## config.mk

```make
export PLATFORM = sky130hd
export DESIGN_NAME = snn_ts_scheduler
export DESIGN_NICKNAME = d
export VERILOG_FILES = /design/src/rtl/snn_ts_scheduler.sv
export SDC_FILE = /design/constraint.sdc
export NUM_CORES = 1
export LEC_CHECK = 0
export CAP_MARGIN = 20
export CELL_PAD_IN_SITES_DETAIL_PLACEMENT = 1
export CELL_PAD_IN_SITES_GLOBAL_PLACEMENT = 2
export CORE_UTILIZATION = 33
export DETAILED_ROUTE_END_ITERATION = 10
export GPL_ROUTABILITY_DRIVEN = 0
export GPL_TIMING_DRIVEN = 0
export PLACE_DENSITY_LB_ADDON = 0.1
export SLEW_MARGIN = 5
export SYNTH_ARGS = -nofsm -noshare
export SYNTH_HDL_FRONTEND = slang
export SYNTH_SLANG_ARGS = --single-unit
export TNS_END_PERCENT = 30
```

## constraint.sdc

```tcl
create_clock -name clk -period 2.4 [get_ports clk]
set_input_delay 0.48 -clock clk [delete_from_list [all_inputs] [get_ports clk]]
set_output_delay 0.48 -clock clk [all_outputs]
set_load 0.01 [all_outputs]
```

## src/rtl/snn_ts_scheduler.sv

```systemverilog
// Timestep/layer sequencer for the SNN ofmap stage: issues one config beat per pass,
// counts the DEPTH_R*DEPTH_R returned spike beats, and reports per-pass totals.
module snn_ts_scheduler #(
    parameter int NUM_TS     = 2,
    parameter int NUM_LAYERS = 1,
    parameter int DEPTH_R    = 21,
    parameter int ADDR_W     = 9,
    parameter int CNT_W      = 9,
    parameter int TS_W       = 2,
    parameter int LAYER_W    = 2
) (
    input  logic               clk,
    input  logic               rst,
    input  logic               start,
    output logic               busy,
    output logic               cfg_valid,
    input  logic               cfg_ready,
    output logic [TS_W-1:0]    cfg_ts,
    output logic [LAYER_W-1:0] cfg_layer,
    input  logic               spk_valid,
    output logic               spk_ready,
    input  logic [ADDR_W-1:0]  spk_addr,
    input  logic               spk_data,
    output logic [CNT_W-1:0]   spk_count,
    output logic               cnt_valid,
    output logic               done,
    output logic               err,
    output logic [2:0]         dbg_state
);

    // Handshakes: a transfer happens on a rising edge where valid and ready are both 1;
    // cfg_* is held stable while cfg_valid waits for cfg_ready.
    typedef enum logic [2:0] {
        S_IDLE = 3'd0,
        S_CFG  = 3'd1,
        S_RUN  = 3'd2,
        S_NEXT = 3'd3,
        S_DONE = 3'd4
    } state_t;

    localparam logic [CNT_W-1:0] LAST_BEAT = CNT_W'(DEPTH_R * DEPTH_R - 1);

    state_t             state_q, state_d;
    logic [TS_W-1:0]    ts_q, ts_d;
    logic [LAYER_W-1:0] layer_q, layer_d;
    logic [CNT_W-1:0]   beat_q, beat_d;
    logic [CNT_W-1:0]   cnt_q, cnt_d;
    logic [CNT_W-1:0]   spk_count_d;
    logic               err_d;
    logic               beat_acc;

    assign beat_acc  = spk_valid & spk_ready;
    assign cfg_ts    = ts_q;
    assign cfg_layer = layer_q;

    always_comb begin
        state_d     = state_q;
        ts_d        = ts_q;
        layer_d     = layer_q;
        beat_d      = beat_q;
        cnt_d       = cnt_q;
        spk_count_d = spk_count;
        err_d       = err;
        case (state_q)
            S_IDLE: begin
                if (start) begin
                    ts_d    = TS_W'(1);
                    layer_d = LAYER_W'(1);
                    err_d   = 1'b0;
                    state_d = S_CFG;
                end
            end
            S_CFG: begin
                if (cfg_valid && cfg_ready) begin
                    beat_d  = '0;
                    cnt_d   = '0;
                    state_d = S_RUN;
                end
            end
            S_RUN: begin
                if (beat_acc) begin
                    if (spk_addr != ADDR_W'(beat_q)) begin
                        err_d = 1'b1;
                    end
                    cnt_d = cnt_q + CNT_W'(spk_data);
                    if (beat_q == LAST_BEAT) begin
                        // Final beat's spike is folded into the reported total.
                        spk_count_d = cnt_d;
                        state_d     = S_NEXT;
                    end else begin
                        beat_d = beat_q + CNT_W'(1);
                    end
                end
            end
            S_NEXT: begin
                if (ts_q < TS_W'(NUM_TS)) begin
                    ts_d    = ts_q + TS_W'(1);
                    state_d = S_CFG;
                end else if (layer_q < LAYER_W'(NUM_LAYERS)) begin
                    layer_d = layer_q + LAYER_W'(1);
                    ts_d    = TS_W'(1);
                    state_d = S_CFG;
                end else begin
                    state_d = S_DONE;
                end
            end
            S_DONE: begin
                state_d = S_IDLE;
            end
            default: begin
                state_d = S_IDLE;
            end
        endcase
    end

    // Output flags are decoded from the next state so every output comes from a flop.
    always_ff @(posedge clk or posedge rst) begin
        if (rst) begin
            state_q   <= S_IDLE;
            ts_q      <= '0;
            layer_q   <= '0;
            beat_q    <= '0;
            cnt_q     <= '0;
            spk_count <= '0;
            err       <= 1'b0;
            cfg_valid <= 1'b0;
            spk_ready <= 1'b0;
            busy      <= 1'b0;
            cnt_valid <= 1'b0;
            done      <= 1'b0;
            dbg_state <= 3'd0;
        end else begin
            state_q   <= state_d;
            ts_q      <= ts_d;
            layer_q   <= layer_d;
            beat_q    <= beat_d;
            cnt_q     <= cnt_d;
            spk_count <= spk_count_d;
            err       <= err_d;
            cfg_valid <= (state_d == S_CFG);
            spk_ready <= (state_d == S_RUN);
            busy      <= (state_d == S_CFG) || (state_d == S_RUN) || (state_d == S_NEXT);
            cnt_valid <= (state_d == S_NEXT);
            done      <= (state_d == S_DONE);
            dbg_state <= state_d;
        end
    end

endmodule

```

==> out/metrics.csv <==
metric,value,unit
clock_latency,0.29,ns
vias,1617,
die_y,81.3,µm
crit_fanout,6,
wirelength,5050,µm
min_to,spk_count[0],
post_cts.repair.setup_buffers,0,
synth_fa_ha_area_share,3.02,%
grt-ovfl-total,0,
cp_top_family,simple AND/OR/NAND/NOR gates,
avgSynthCellArea,10.5,µm²
slew_viol_final,0,
area_growth,25.5,%
relSlewSlack,44.2,%
min_from,spk_count[0],
drt-initial-drc-count,61,
final_cell_count_no_fill,313,
dieArea,6610,µm²
n_antenna_cell,0,
min_period,2.18,ns
synth_top_family_by_area,simple AND/OR/NAND/NOR gates,
firstDrtPassIters,4,
synthDistinctLibCells,42,
end_kind,flop,
die_x,81.3,µm
r2r_slack,0.31,ns
grtUsageMet1,19.7,%
setup_viol_count_final,0,
worst_ep_arrival_time,2.37,ns
clk_pin_slew,0.07,ns
reg2reg_from,beat_q[0],
clock_sink_count,40,
root_buffer,clkbuf_8,
synth_top_area_share,48.3,%
min_path_cells,1,
grt_max_degree,41,
cts-buffers-inserted,5,
finalWorstSetupSlack,0.216,ns
tightest_slew,0.836,ns
status,completed,
fin_worst_skew,0.00632,ns
wl_per_cell,16.1,µm
cts_tree,yes,
fmax,458,MHz
cp_slowest_cell,clkdlybuf4s50_1,
layout_common_cells,"40 x dfrtp_1, 36 x clkdlybuf4s50_1, 15 x xnor2_1",
globalRouteTotalUtil,17.3,%
reg2reg_to,spk_count[3],
worstPathCellList,"clkdlybuf4s50_1, ha_1, ha_1, nand3_1, nor3_2, xnor2_1, mux2_2",
final_nets,260,
ys_seq_area_share,48.3,%
synth_area,2070,µm²
synth_mux_area_share,9.89,%
worstSetupPathType,in2reg,
htreeDepth,2,
use_met3,4.49,%
worstPathRequired,2.58,ns
cellPowerDensity,661,nW/µm²
synthFlopType,dfrtp_1,
slowest_delay,0.47,ns
final_hold_viol_count,0,
grt.busiest_layer,met2,
syn_nets,217,
synthCells,197,
reg2reg_depth,7,
ir_drop,0.266,mV
async_flop_share,100,%
dpl.cell_count,308,
maxCapViolations,0,
synth_top_area_cell,dfrtp_1,
drive_gt1_share,12.2,%
rows,28,
post-route-period-util,91.0,%
synth_compound_area_share,7.96,%
cp-start-kind,primary input,
ys.warnings.count,0,
viasPerCell,5.17,
port_buffers,36,
critPathBufInv,1,
grt_antenna_before_repair,0,
layout_commonest_cell,dfrtp_1,
postRouteAntennaNets,0,
cts_max_path_buffers,2,
leakage,0.00114,µW
synth_edf_count,0,
n_fill_cell,674,
coreArea,5990,µm²
post-route-drc-count,0,
pin_count,37,
synth-simple-area-share,18.8,%
pre_cts_ws,-0.234,ns
start_util,34.6,%
use_met2,30.9,%
timing.critical_path.mode_cell,ha_1,
yosys-top-cells-area,"dfrtp_1 48%, xnor2_1 6.3%, mux2_2 6.0%",
place.detailed.hpwl,3730,µm
synth_xor_area_share,8.44,%
rsz0062_at_grt,false,
ys_seq_elements,40,
hp-class,reg2reg,
grt_pass1_vias,1738,
grt_first_pass_wirelength,8410,µm
-- power breakdown --
part / internal, µW / switching [µW]
logic: 246 / 227
registers: 749 / 90.1
clock network: 188 / 222
-- synthesized netlist by cell type (2+ instances only) --
cell and count:
a22o_1 4, inv_1 11, nor3_1 7, ha_1 5
or3_1 4, o211ai_1 3, dfrtp_1 40, and3_1 2
nor4_1 3, clkbuf_1 3, mux2_2 11, xor2_1 5
xnor2_1 15, nand2_1 13, mux2i_1 7, nand3_1 10
a21oi_1 6, o21a_1 2, or2_2 3, nor2_2 3
o21ai_0 6, nand4_1 3, nor2_1 12
-- cells by family after synthesis --
family	Yosys count
and+or+nand+nor	71
AOI/OAI and AO/OA	25
DFF	40
buffers and inverters	17
muxes	19
xor gates and xnor gates	20
adders and majority gates	5
-- what timing repair did --
| action | in CTS | in global routing |
|---|---|---|
| gates resized for setup | 0 | 1 |
| endpoints found under the setup margin | 0 | 1 |
| hold endpoints to repair | 0 | 0 |
| hold buffers | 0 | 0 |
-- registers in the layout, summed over array words and instances (netlist names) --
| name | cells |
|---|---|
| state_q | 3 |
| cnt_valid | 1 |
| cfg_layer | 2 |
| err | 1 |
| spk_count | 9 |
| done | 1 |
| busy | 1 |
| cnt_q | 9 |
| cfg_ts | 2 |
| spk_ready | 1 |
| cfg_valid | 1 |
| beat_q | 9 |
-- worst reg2reg max path, delay by kind of cell (launching register included) --
kind	cells	cell delay [ns]
DFF	1	0.47
and+or+nand+nor	3	0.65
adders and majority gates	1	0.15
buffers and inverters	2	0.34
muxes	1	0.36
-- metal layers --
layer | up-vias | routed length (µm)
met3 | 5 | 155
met1 | 819 | 2170
met2 | 25 | 2670
li1 | 768 | -
met5 | - | 0
met4 | 0 | 57
-- layout make-up --
type / instances / area (µm²) / area share (%)
sequential: 40 / 1000 / 38.5
clock buffer: 5 / 68.8 / 2.64
inverter: 11 / 41.3 / 1.59
timing repair buffer: 36 / 360 / 13.8
multi-input combinational: 140 / 1000 / 38.5
tap: 75 / 93.8 / 3.61
buffer: 6 / 35.0 / 1.35
-- worst max-delay path by stage --
stage	slack, ns	startpoint	cells past startpoint	endpoint
2_1_floorplan	0.58	spk_data	6	spk_count[8]
3_3_place_gp	-0.13	spk_data	7	spk_count[8]
3_5_place_dp	-0.23	spk_data	7	spk_count[8]
4_1_cts	0.07	spk_data	7	spk_count[8]
5_1_grt	0.11	spk_data	7	spk_count[8]
6_report	0.22	spk_data	7	spk_count[8]
-- per-stage QoR --
step	util, %	instance area [µm²]	TNS (ns)	total power, µW	hold slack [ns]
after floorplan	-	2070	0	1100	0.470
after global placement	42.2	2530	-0.768	1310	0.473
after detailed placement	42.2	2530	-1.31	1330	0.499
after CTS	43.4	2600	0	1750	0.513
after global routing	43.4	2600	0	1830	0.535
final	43.4	2600	0	1720	0.506
(Power assumes the default switching activity.)
